**src/rtl/masked_gf_mul_pkg.sv**
```systemverilog
// masked_gf_mul_pkg: shared types and helpers for the
// DOM-indep masked GF(2^n) multiplier.
package masked_gf_mul_pkg;

  localparam int unsigned MAX_BW = 4;
  localparam int unsigned MAX_S  = 4;

  // Number of fresh mask words for s shares.
  function automatic int unsigned num_rand(
    input int unsigned s
  );
    return s * (s - 1) / 2;
  endfunction

  // Lexicographic index of the unordered pair {i,j}, i != j.
  function automatic int unsigned pair_idx(
    input int unsigned i,
    input int unsigned j,
    input int unsigned s
  );
    int unsigned lo;
    int unsigned hi;
    lo = (i < j) ? i : j;
    hi = (i < j) ? j : i;
    return lo * (2 * s - lo - 1) / 2 + (hi - lo - 1);
  endfunction

  // Low coefficients of the reduction polynomial:
  // GF(2): x+1, GF(4): x^2+x+1, GF(16): x^4+x+1.
  function automatic logic [MAX_BW-1:0] field_poly(
    input int unsigned bw
  );
    logic [MAX_BW-1:0] p;
    p = 4'h3;
    if (bw == 1) p = 4'h1;
    return p;
  endfunction

  typedef logic [MAX_BW-1:0]         gf_elem_t;
  typedef logic [MAX_S*MAX_BW-1:0]   share_vec_t;
  typedef logic [num_rand(MAX_S)*MAX_BW-1:0] rand_vec_t;

endpackage

```
**src/rtl/masked_gf_mul_field.sv**
```systemverilog
// masked_gf_mul_field: unmasked GF(2^n) multiplier,
// polynomial basis, MSB-first shift-and-reduce.
module masked_gf_mul_field
  import masked_gf_mul_pkg::*;
#(
  parameter int unsigned BIT_WIDTH = 2
) (
  input  logic [BIT_WIDTH-1:0] a_i,
  input  logic [BIT_WIDTH-1:0] b_i,
  output logic [BIT_WIDTH-1:0] p_o
);

  localparam logic [BIT_WIDTH-1:0] POLY =
    BIT_WIDTH'(field_poly(BIT_WIDTH));

  logic [BIT_WIDTH-1:0] acc;

  // Horner evaluation over the bits of b, reducing each step
  always_comb begin
    acc = '0;
    for (int i = int'(BIT_WIDTH) - 1; i >= 0; i--) begin
      acc = (acc << 1) ^ (acc[BIT_WIDTH-1] ? POLY : '0);
      if (b_i[i]) acc = acc ^ a_i;
    end
    p_o = acc;
  end

endmodule

```
**src/rtl/masked_gf_mul.sv**
```systemverilog
// masked_gf_mul: pipelined DOM-indep masked multiplier
// over GF(2^BIT_WIDTH) with NUM_SHARES shares.
module masked_gf_mul
  import masked_gf_mul_pkg::*;
#(
  parameter int unsigned BIT_WIDTH  = 2,
  parameter int unsigned NUM_SHARES = 2,
  parameter bit          OUTPUT_REG = 1'b1
) (
  input  logic in_clock,
  input  logic in_reset,
  input  logic in_valid,
  input  logic [NUM_SHARES*BIT_WIDTH-1:0] in_a,
  input  logic [NUM_SHARES*BIT_WIDTH-1:0] in_b,
  input  logic [num_rand(NUM_SHARES)*BIT_WIDTH-1:0]
               in_random,
  output logic [NUM_SHARES*BIT_WIDTH-1:0] out_c,
  output logic out_valid
);

  localparam int S  = int'(NUM_SHARES);
  localparam int BW = int'(BIT_WIDTH);
  localparam int NT = S * S;

  typedef logic [S*BW-1:0]  share_t;
  typedef logic [NT*BW-1:0] term_t;

  if (!(BW == 1 || BW == 2 || BW == 4)) begin : g_bad_bw
    $error("masked_gf_mul: BIT_WIDTH must be 1, 2 or 4");
  end
  if (S < 2 || S > 4) begin : g_bad_s
    $error("masked_gf_mul: NUM_SHARES must be 2..4");
  end

  term_t  prod;
  term_t  t_d;
  term_t  t_q;
  share_t c_d;
  logic   v1_q;

  for (genvar gi = 0; gi < S; gi++) begin : g_row
    for (genvar gj = 0; gj < S; gj++) begin : g_col
      localparam int TI = (gi * S + gj) * BW;

      masked_gf_mul_field #(
        .BIT_WIDTH(BIT_WIDTH)
      ) u_mul (
        .a_i(in_a[gi*BW +: BW]),
        .b_i(in_b[gj*BW +: BW]),
        .p_o(prod[TI +: BW])
      );

      if (gi == gj) begin : g_inner
        assign t_d[TI +: BW] = prod[TI +: BW];
      end else begin : g_cross
        localparam int K = int'(pair_idx(gi, gj, S));
        assign t_d[TI +: BW] =
          prod[TI +: BW] ^ in_random[K*BW +: BW];
      end
    end
  end

  // Term register: captures all S^2 terms on qualified input only
  always_ff @(posedge in_clock or posedge in_reset) begin
    if (in_reset) begin
      t_q <= '0;
    end else if (in_valid) begin
      t_q <= t_d;
    end
  end

  // First flop of the valid chain
  always_ff @(posedge in_clock or posedge in_reset) begin
    if (in_reset) begin
      v1_q <= 1'b0;
    end else begin
      v1_q <= in_valid;
    end
  end

  // Compression: share i folds its own row of terms
  always_comb begin
    c_d = '0;
    for (int i = 0; i < S; i++) begin
      for (int j = 0; j < S; j++) begin
        c_d[i*BW +: BW] =
          c_d[i*BW +: BW] ^ t_q[(i*S+j)*BW +: BW];
      end
    end
  end

  if (OUTPUT_REG) begin : g_oreg
    share_t c_q;
    logic   v2_q;

    // Output register advances only behind a valid term set
    always_ff @(posedge in_clock or posedge in_reset) begin
      if (in_reset) begin
        c_q  <= '0;
        v2_q <= 1'b0;
      end else begin
        v2_q <= v1_q;
        if (v1_q) c_q <= c_d;
      end
    end

    assign out_c     = c_q;
    assign out_valid = v2_q;
  end else begin : g_comb
    assign out_c     = c_d;
    assign out_valid = v1_q;
  end

endmodule

```
**config.mk**
```make
export PLATFORM = sky130hd
export DESIGN_NAME = masked_gf_mul
export DESIGN_NICKNAME = d
export VERILOG_FILES = /design/src/rtl/masked_gf_mul_pkg.sv /design/src/rtl/masked_gf_mul_field.sv /design/src/rtl/masked_gf_mul.sv
export SDC_FILE = /design/constraint.sdc
export NUM_CORES = 1
export LEC_CHECK = 0
export CORE_ASPECT_RATIO = 0.75
export CORE_MARGIN = 2
export CORE_UTILIZATION = 29
export CTS_BUF_LIST = sky130_fd_sc_hd__clkbuf_8
export DETAILED_ROUTE_END_ITERATION = 10
export SYNTH_ARGS = -nofsm -noshare
export SYNTH_HDL_FRONTEND = slang
export SYNTH_SLANG_ARGS = --single-unit
```
**constraint.sdc**
```tcl
create_clock -name in_clock -period 1.1 [get_ports in_clock]
set_input_delay 0.165 -clock in_clock [delete_from_list [all_inputs] [get_ports in_clock]]
set_output_delay 0.165 -clock in_clock [all_outputs]
set_load 0.02 [all_outputs]
```
After elaboration in Yosys (flattened, before gate mapping)
Index checks and enable logic that the tools add are counted.

Bits in registers: 14. Input bits: 13.

Multiplexer cells: 12. Bitwise operators: 12.

Operator list (count): 2-bit 2-to-1 mux (12); 2-bit bitwise XOR (12).

Logic depth before layout (Yosys ltp)
Gate-level depths: netlist of the first run.

Depth after elaboration: 6. Mapped depth: 4. Gate-level depth less buffers: 4.

By module
A second synthesis of the first run with hierarchy kept.

Cells, all modules: 73. Area total of the unflattened synthesis: 748.2 µm².

By module, submodules not included: masked_gf_mul (sequential area each 350.3 µm², cells each 45, times used 1, area each 563.0 µm²); masked_gf_mul_field (sequential area each 0.0 µm², cells each 7, times used 4, area each 46.3 µm²).

Worst setup path before layout of the first run
No wires, ideal clock.

Path kind: input to register. Start: input in_a[1]. End: register t_q[3]. Cell stages on the path: 4. Slack: 140 ps. Data required time: 980 ps. Arrival: 840 ps. Path through: nand3b_1 -> o31ai_1 -> or3_1 -> a31o_1.

Cells in the longest elaborated chain, start to end: 6.

Ends and longest elaborated chain: start: declaration (line masked_gf_mul.sv:13) `input logic [NUM_SHARES*BIT_WIDTH-1:0] in_a,`; 2-bit 2-to-1 mux (line masked_gf_mul_field.sv:23) `if (b_i[i]) acc = acc ^ a_i;`; 2-bit 2-to-1 mux (line masked_gf_mul_field.sv:22) `acc = (acc << 1) ^ (acc[BIT_WIDTH-1] ? POLY : '0);`; 2-bit bitwise XOR (line masked_gf_mul_field.sv:22); 2-bit bitwise XOR (line masked_gf_mul_field.sv:23); 2-bit 2-to-1 mux * (line masked_gf_mul_field.sv:23); 2-bit bitwise XOR * (line masked_gf_mul.sv:58) `prod[TI +: BW] ^ in_random[K*BW +: BW];`; end signal: assignment (line masked_gf_mul.sv:68) `t_q <= t_d;`; end: declaration (line masked_gf_mul.sv:37) `term_t t_q;`.

Every way passes the cells marked *; elsewhere a longest branch is shown, timed or not. A chain may end at the register's enable or synchronous reset.

Final worst setup path of the first run
Start: register g_oreg.c_q[1] (netlist: out_c[1]). End: output out_c[1].

RTL lines: start: declaration (line masked_gf_mul.sv:93) `share_t c_q;`; start signal: assignment (line masked_gf_mul.sv:99) `c_q <= '0;`; start signal: assignment (line masked_gf_mul.sv:103) `if (v1_q) c_q <= c_d;`; end: declaration (line masked_gf_mul.sv:17) `output logic [NUM_SHARES*BIT_WIDTH-1:0] out_c,`.

No word-level cell between the ends.

==> reports/qor.txt, run 1 <==
Status -> finished, final reports clean
GPL Wtd Cong -> 0.728
Layout cells sized above 1 -> 25.0%
DP HPWL -> 1140 µm
Crit-path leading delay family -> flip-flops
Layout overhead on the synthesized area -> 40.6%
FF-to-FF setup slack -> 280 ps
Worst EP arrival -> 900 ps
Via density -> 4.46
Vias -> 616
Die X -> 62.5 µm
Starting density of the core -> 31.4%
Synth Instances -> 76
TritonCTS clock tree -> built
Root buffer cell -> clkbuf_8
Clock Path Buffers -> 2
CP required -> 940 ps
Inserted Diodes -> 0
RSZ-0062 raised after global routing -> false
P per Cell Area -> 1380 nW/µm²
Synthesis Warnings -> 0
Post-CTS Setup Bufs -> 0
Post-synthesis sequential area ratio -> 47.1%
Area of the mapped netlist -> 743 µm²
Register-to-Register Path Depth -> 2
Reg2reg start -> t_q[3]
Relative slew slack -> 77.4%
Crit path max fanout -> 2
Slew Viols, Final -> 0
F_max -> 941 MHz
Finished Core Util -> 44.2%
CTS clock-pin slew for the worst setup and hold paths -> 50 ps
Cell area after layout -> 1040 µm²
Num CTS Buffers -> 3
Unique masters post-synth -> 18
CP max stage delay -> 370 ps
Die Span Y -> 47.8 µm
Critical Path Start Type -> flop
DRC -> 0
Area post-placement -> 1020 µm²
Avg Cell Area, Syn -> 9.78 µm²
DP Worst Slack -> -499 ps
Antenna-violating nets left -> 0
Vias in the first global route -> 525
Worst VDD drop -> 0.340 mV
Routed wire length -> 1420 µm
Core ar. -> 2360 µm²
Global route overflow -> 0
Largest net degree at the start of global routing -> 15
Critical path startpoint -> out_c[1]
Setup Crit Path Kind -> reg2out
Clock sinks -> 14
Final nets -> 119
Power Total -> 1.44 mW
Leakage -> 0.457 nW
Final setup vio count -> 0
Total negative slack -> 0 ps
Hold Vio Cnt, Final -> 0
First-pass GRT wire length -> 2290 µm
Mapped Nets -> 89
PortBufs -> 17
Die footprint -> 2990 µm²
DR pass1 iterations -> 4
Synth Register Bits -> 14
Hold Path Class -> in2async
Max cap viols -> 0
Final worst path period share -> 96.6%
Fin Hold WS -> 218 ps
I/O Pins -> 18
DR iter-0 viols -> 26
Crit-path cells -> clkdlybuf4s15_1
Worst path buffer plus inverter count -> 1
RR Endpoint -> t_q[3]
Placed Cells -> 135
Row count -> 15
Skew final -> 2.55 ps
H-tree depth -> 1
Non-Filler Instances -> 138
Routed WL per cell -> 10.3 µm
GRT Overall Usage -> 10.2%
Initial antenna violation count -> 0
Slew at the pin closest to its max-slew limit -> 338 ps
Critical path capture point type -> output pin
Fin crit period -> 1060 ps
Crit-path slowest cell -> dfrtp_1
Final worst setup slack -> 37.7 ps
Clock latency at the later pin of the worst-skew pair -> 240 ps
## flip-flops by register name, indices dropped and copies added (netlist names)
name and flops:
out_c 4, out_valid 1, t_q 8, v1_q 1
## how the worst max path moves through the flow
stage	endpoint	slack, ps	cells after the start
after CTS	out_c[2]	2	1
after global placement	t_q[3]	-480	5
final	out_c[1]	40	1
after floorplan	t_q[3]	140	4
after detailed placement	t_q[3]	-500	5
after global routing	out_c[2]	0.5	1
## cell type report
| cell class | count | area [µm²] |
|---|---|---|
| sequential | 14 | 350 |
| fill | 263 | 1320 |
| clock buffer | 3 | 41.3 |
| inverter | 2 | 7.51 |
| timing repair buffer | 27 | 218 |
| multi-input combinational | 58 | 385 |
| tap | 34 | 42.5 |
## cell usage after synthesis (all sizes together)
cell type | number | share of area, %
dfrtp | 14 | 47
xnor2 | 11 | 13
a21oi | 10 | 6.7
nand2 | 10 | 5.1
nor2 | 8 | 4.0
mux2 | 6 | 9.1
nor2b | 3 | 2.5
clkbuf | 2 | 1.0
inv | 2 | 1.0
nand3b | 2 | 2.0
a22oi | 1 | 1.0
a31o | 1 | 1.2
nand4bb | 1 | 1.5
o211ai | 1 | 1.0
o21ai | 1 | 0.67
o31ai | 1 | 1.0
or3 | 1 | 0.84
xor2 | 1 | 1.2
## layer usage
metal	wire length, µm	track usage, %	part of all wire (%)	vias to the layer above
met5	0	0	0	-
met4	0	5.33	0	0
met3	140	3.53	9.9	0
met2	609	16.6	43	30
met1	669	12.6	47	275
li1	-	-	-	311
## cells by family after synthesis
family / Yosys count / synth area share, %
xor gates and xnor gates: 12 / 14.1
muxes: 6 / 9.09
buffers and inverters: 4 / 2.02
AOI/OAI and AO/OA: 15 / 11.6
and+or+nand+nor: 25 / 16.0
DFF: 14 / 47.1
## worst reg2reg max path: stages (launching register included)
cell,delay (ps)
dfrtp_1,380
nor2b_1,130
a31o_1,190
## what timing repair did
item                       CTS  global route
resized for setup           14            16
setup endpoints to repair   12            10
hold buffers                 0             0
hold endpoints to repair     0             0
## where the power goes
group	total (mW)	switching, mW	internal [mW]
registers	0.655	0.0540	0.601
clock network	0.395	0.155	0.241
logic	0.389	0.183	0.205
total	1.44	0.392	1.05
## cell usage in the layout (no fill, tap or decap), drive strengths merged, types with 3 or more instances in the layout
cell	count
dlygate4sd2	4
nand2	10
buf	10
a21oi	10
clkdlybuf4s50	3
nor2b	3
nor2	8
xnor2	11
clkdlybuf4s15	4
clkbuf	8
mux2	6
dfrtp	14
Power figures use the tool's default switching activity.
==> run 2: changes to the inputs <==
==> constraint.sdc (replaced) <==
create_clock -name in_clock -period 0.9 [get_ports in_clock]
set_input_delay 0.135 -clock in_clock [delete_from_list [all_inputs] [get_ports in_clock]]
set_output_delay 0.135 -clock in_clock [all_outputs]
set_load 0.02 [all_outputs]
==> run 2 against run 1 <==
Compared with the run above: global-route usage is 1.0 points higher; hold slack got worse by 20 ps; utilization rose by 1.6 points; combinational power increased by 47%; clock power increased by 20%; register-to-register slack worse by 190 ps; sequential power up 24%; critical endpoint is now out_c[2]; largest cell class unchanged; largest power group unchanged.
==> reports/qor.txt, run 2 (synthesis results as in run 1) <==
Starting density of the core -> 31.4% (unchanged)
First-pass GRT wire length -> 2570 µm (+12%)
Layout overhead on the synthesized area -> 45.6%
Final worst path period share -> 98.4%
P per Cell Area -> 1710 nW/µm² (+24%)
Non-Filler Instances -> 141 (+2.2%)
PortBufs -> 17 (unchanged)
Die Span Y -> 47.8 µm (unchanged)
Setup Crit Path Kind -> reg2out
Worst VDD drop -> 0.493 mV (+45%)
Cell area after layout -> 1080 µm² (+3.6%)
Crit path max fanout -> 2 (unchanged)
TritonCTS clock tree -> built
Routed WL per cell -> 10.3 µm (about the same)
Via density -> 4.21 (-5.8%)
F_max -> 1130 MHz
Global route overflow -> 0 (unchanged)
Root buffer cell -> clkbuf_8
Critical path capture point type -> output pin
Worst path buffer plus inverter count -> 1 (unchanged)
Hold Vio Cnt, Final -> 0 (unchanged)
Max cap viols -> 0 (unchanged)
Largest net degree at the start of global routing -> 15 (unchanged)
DRC -> 0 (unchanged)
Critical Path Start Type -> flop
CP max stage delay -> 380 ps (about the same)
Clock sinks -> 14 (unchanged)
Skew final -> 2.49 ps (-0.0611 ps)
Crit-path slowest cell -> dfrtp_1
Seq. cell area -> 350 µm² (unchanged)
GPL Wtd Cong -> 0.713 (-2.2%)
Hold Path Class -> in2async
RSZ-0062 raised after global routing -> true
CTS clock-pin slew for the worst setup and hold paths -> 50 ps (about the same)
Clock latency at the later pin of the worst-skew pair -> 230 ps (about the same)
Vias -> 593 (-3.7%)
I/O Pins -> 18 (unchanged)
Final nets -> 122 (+2.5%)
Initial antenna violation count -> 0 (unchanged)
Finished Core Util -> 45.8% (+1.6 points)
Row count -> 15 (unchanged)
Crit-path cells -> buf_6
Status -> finished, final reports clean
Num CTS Buffers -> 3 (unchanged)
Clock Path Buffers -> 2 (unchanged)
Worst EP arrival -> 750 ps (-150 ps)
Inserted Diodes -> 0 (unchanged)
DR pass1 iterations -> 2 (-2)
DR iter-0 viols -> 20 (-23%)
Die footprint -> 2990 µm² (unchanged)
Die X -> 62.5 µm (unchanged)
Slew at the pin closest to its max-slew limit -> 352 ps (+14.3 ps)
DP HPWL -> 1150 µm (+0.39%)
CP required -> 760 ps (-180 ps)
Area of the multi-input gates -> 404 µm² (+4.9%)
GRT Overall Usage -> 11.2% (+1.0 points)
Largest register by flop count -> t_q
H-tree depth -> 1 (unchanged)
Max reg flops -> 8 (unchanged)
Antenna-violating nets left -> 0 (unchanged)
Placed Cells -> 137 (+1.5%)
RR Endpoint -> t_q[3]
Most frequent cells in the layout -> buf_4, dfrtp_1, xnor2_1, a21oi_1, nand2_1
Crit-path leading delay family -> flip-flops
Area post-placement -> 1040 µm² (+1.5%)
FF-to-FF setup slack -> 90 ps (-190 ps)
Vias in the first global route -> 584 (+11%)
Routed wire length -> 1450 µm (+2.3%)
Relative slew slack -> 76.5% (-0.92 points)
Number of fill cells -> 257 (-2.3%)
Power Total -> 1.85 mW (+29%)
Slew Viols, Final -> 0 (unchanged)
Hold buffers post-CTS -> 0 (unchanged)
Core ar. -> 2360 µm² (unchanged)
Reg2reg start -> t_q[3]
Leakage -> 0.489 nW (+6.8%)
Register-to-Register Path Depth -> 2 (unchanged)
Fin crit period -> 886 ps
Final setup vio count -> 0 (unchanged)
Layout cells sized above 1 -> 37.4% (+12 points)
[run 2: cell count changes in the layout (fill, tap and decap cells not counted), sizes merged]
cell           previous run  this run
buf                      10        26
clkbuf                    8         3
clkdlybuf4s15             4         0
clkdlybuf4s50             3         1
dlygate4sd2               4         2
[run 2: worst max path at each step]
stage / startpoint / to / depth (start not counted)
6_report: out_c[2] / out_c[2] / 1
5_1_grt: out_c[3] / out_c[3] / 1
4_1_cts: out_c[1] / out_c[1] / 1
3_5_place_dp: in_a[1] / t_q[3] / 5
3_3_place_gp: in_a[1] / t_q[3] / 5
2_1_floorplan: in_a[1] / t_q[3] / 4
[run 2: final cells by class]
class | instances | share of cell area [%]
clock buffers | 3 | 3.82
multi-input cells | 58 | 37.3
well taps | 34 | 3.93
repair buffers | 30 | 21.8
inverters | 2 | 0.694
flip-flops and latches | 14 | 32.4
[run 2: where the power goes]
part	leakage [nW]	total, mW	switching [mW]	internal [mW]
clock	0.0216	0.473	0.180	0.294
sequential	0.161	0.809	0.0734	0.735
combinational	0.306	0.571	0.238	0.334
total	0.489	1.85	0.491	1.36
[run 2: metal layers]
layer / track usage, % / up-vias / part of all wire (%)
li1: - / 321 / -
met1: 14.4 / 255 / 50
met5: 0 / - / 0
met4: 4.00 / 0 / 0
met2: 19.4 / 17 / 44
met3: 2.59 / 0 / 6.1
[run 2: stage by stage]
step           TNS, ps  worst slack (ps)  hold slack (ps)
6_report             0              14.4              197
5_1_grt          -41.8             -14.6              237
4_1_cts          -1.81             -1.81              202
3_5_place_dp     -5290              -669              460
3_3_place_gp     -5140              -648              446
2_1_floorplan    -30.0             -30.0             24.2
[run 2: timing repair]
action | CTS | global route
gates resized for setup | 61 | 11
buffers inserted | 1 | 0
setup endpoints to repair | 13 | 10
pin swaps | 3 | 3
==> run 3: changes to the inputs <==
--- a/config.mk
+++ b/config.mk
@@ -10,6 +10,9 @@
 export CORE_UTILIZATION = 29
 export CTS_BUF_LIST = sky130_fd_sc_hd__clkbuf_8
 export DETAILED_ROUTE_END_ITERATION = 10
+export SLEW_MARGIN = 20
 export SYNTH_ARGS = -nofsm -noshare
 export SYNTH_HDL_FRONTEND = slang
+export SYNTH_HIERARCHICAL = 1
 export SYNTH_SLANG_ARGS = --single-unit
+export TNS_END_PERCENT = 30
==> run 3 against run 2 <==
Compared with the run above: design area is 3.0% lower; count of clock-buffer cells in the layout is 1 higher; hold slack worse by 6.1 ps; area after synthesis is 0.67% higher; the run now ends with setup timing left; critical path type unchanged; final cell count is 4.3% lower; largest power group unchanged; critical path depth stayed put.
==> reports/qor.txt, run 3 <==
Top-count cell post-synth -> dfrtp_1
Final worst setup slack -> -4.69 ps (-19.1 ps)
CTS clock-pin slew for the worst setup and hold paths -> 50 ps (about the same)
Clock Path Buffers -> 2 (unchanged)
P per Cell Area -> 1810 nW/µm² (+5.6%)
Setup Crit Path Kind -> reg2out
Crit-path slowest cell -> dfrtp_1
H-tree depth -> 1 (unchanged)
Fin crit period -> 905 ps (+19.1 ps)
Hold buffers post-CTS -> 0 (unchanged)
RSZ-0062 raised after global routing -> true
Antenna-violating nets left -> 0 (unchanged)
Critical path capture point type -> output pin
DRC -> 0 (unchanged)
Layout overhead on the synthesized area -> 40.3%
DR iter-0 viols -> 19 (-5.0%)
Most common cell after layout, fill and taps aside -> dfrtp_1
Relative slew slack -> 82.9% (+6.3 points)
Largest register by flop count -> t_q
Post-synthesis sequential area ratio -> 46.8% (-0.32 points)
GRT Overall Usage -> 10.8% (-0.39 points)
Worst VDD drop -> 0.811 mV (+65%)
Unique masters post-synth -> 15 (-3)
First-pass GRT wire length -> 2420 µm (-5.9%)
FF-to-FF setup slack -> 120 ps (+30 ps)
Area contributors post-synth -> dfrtp_1, xnor2_1, a21oi_1
Mapped Nets -> 86 (-3.4%)
Initial antenna violation count -> 0 (unchanged)
Max reg flops -> 8 (unchanged)
Area of the mapped netlist -> 748 µm² (+0.67%)
Critical Path Start Type -> flop
Async S/R FF share, synth -> 100% (unchanged)
Routed WL per cell -> 10.4 µm (+1.1%)
Routed wire length -> 1410 µm (-3.2%)
Skew final -> 2.53 ps (+0.0442 ps)
Synth Flop Type -> dfrtp_1
Area leader, netlist -> dfrtp_1
Post-synth EDFFs -> 0 (unchanged)
TritonCTS clock tree -> built
Most frequent cells in the layout -> dfrtp_1, xnor2_1, nor2_1, a21oi_1, buf_4
Crit path max fanout -> 2 (unchanged)
Core ar. -> 2360 µm² (unchanged)
F_max -> 1110 MHz (-2.1%)
Crit-path leading delay family -> flip-flops
Largest net degree at the start of global routing -> 15 (unchanged)
Final nets -> 115 (-5.7%)
Failing checks -> setup timing
Cell area after layout -> 1050 µm² (-3.0%)
Clock sinks -> 14 (unchanged)
Row count -> 15 (unchanged)
Slew at the pin closest to its max-slew limit -> 257 ps (-95.1 ps)
Die X -> 62.7 µm (+0.31%)
DR pass1 iterations -> 3 (+1)
Hold Path Class -> in2async
Slew Viols, Final -> 0 (unchanged)
GPL Wtd Cong -> 0.795 (+12%)
Vias in the first global route -> 575 (-1.5%)
Die footprint -> 3010 µm² (+0.63%)
DP Worst Slack -> -657 ps (+12.0 ps)
CP required -> 760 ps (about the same)
Inserted Diodes -> 0 (unchanged)
Synthesis Warnings -> 6 (+6)
Leakage -> 0.451 nW (-7.8%)
CP max stage delay -> 390 ps (about the same)
Worst EP arrival -> 770 ps (+20 ps)
Via density -> 4.36 (+3.7%)
Worst path buffer plus inverter count -> 1 (unchanged)
Synth Instances -> 73 (-3.9%)
PortBufs -> 17 (unchanged)
Layout cells sized above 1 -> 33.7% (-3.7 points)
Final setup vio count -> 3 (+3)
Global route overflow -> 0 (unchanged)
Status -> finished with violations
Max cap viols -> 0 (unchanged)
I/O Pins -> 18 (unchanged)
Final worst path period share -> 101% (+2.1 points)
Starting density of the core -> 31.6% (+0.21 points)
Reg2reg start -> t_q[6]
Avg Cell Area, Syn -> 10.2 µm² (+4.8%)
Clock latency at the later pin of the worst-skew pair -> 240 ps (about the same)
Hold Vio Cnt, Final -> 0 (unchanged)
Post-CTS Setup Bufs -> 0 (-1)
Crit-path cells -> buf_6
Area post-placement -> 1010 µm² (-2.5%)
Root buffer cell -> clkbuf_8
DP HPWL -> 1130 µm (-1.6%)
Synth top cells by count -> dfrtp_1, a21oi_1, nand2_1, nor2_1, xnor2_1
Vias -> 589 (-0.67%)
Synth top area share -> 46.8% (-0.32 points)
Die Span Y -> 48.0 µm (+0.31%)
Critical path startpoint -> out_c[2]
Synth Register Bits -> 14 (unchanged)
Num CTS Buffers -> 3 (unchanged)
==> run 3: changes by cell type in the layout (fill, tap and decap cells not counted), moves of 3 or more <==
| cell | delta |
|---|---|
| buf_4 | -6 |
| a31o_1 | +3 |
| nand2b_1 | +4 |
| mux2_2 | -3 |
| clkbuf_2 | +4 |
==> run 3: cell type report <==
type                            count  area (µm²)
Sequential cell                    14         350
Fill cell                         241        1320
Clock buffer                        4        55.1
Inverter                            1        3.75
Timing Repair Buffer               26         200
Tap cell                           34        42.5
Multi-Input combinational cell     56         398
==> run 3: cells by family after synthesis <==
logic type	after synthesis	share of synthesized area, %
compound gates	16	14.0
xor+xnor	12	14.0
mux	4	7.02
buf+inv	3	2.67
simple gates	24	15.4
flops	14	46.8
==> run 3: path summary, 6_finish.rpt <==
| kind | to | depth (start not counted) |
|---|---|---|
| max in group asynchronous | out_c[3] | 3 |
| min | out_c[0] | 3 |
| min in group in_clock | t_q[4] | 3 |
| max | out_c[2] | 1 |
| max reg2reg | t_q[6] | 1 |
| min reg2reg | t_q[7] | 1 |
==> run 3: stage by stage <==
stage                     hold slack (ps)  std cells  total power [mW]  util [%]  TNS, ps
after floorplan                      24.2         73              1.08         -        0
after global placement                446        131              1.32      42.8    -5130
after detailed placement              453        131              1.33      42.8    -5340
after CTS                             199        135              1.92      45.1    -66.8
after global routing                  215        135              2.02      44.4     -197
final                                 191        135              1.90      44.4    -7.82
==> run 3: layer usage <==
metal	GRT usage, %	part of all wire, %	vias to the layer above	wire (µm)
li1	-	-	305	-
met1	13.3	48	272	675
met2	18.5	47	10	657
met3	5.18	4.5	2	63
met4	1.33	0.57	0	8
met5	0	0	-	0
==> run 3: what timing repair did <==
action | CTS | global route
gates resized for setup | 45 | 14
pin swaps | 0 | 5
gates cloned | 0 | 0
setup endpoints to repair | 13 | 11
==> run 3: power by group <==
group          internal [mW]  switching [mW]  total (mW)
registers              0.731          0.0721       0.803
logic                  0.277           0.227       0.504
clock network          0.387           0.204       0.591
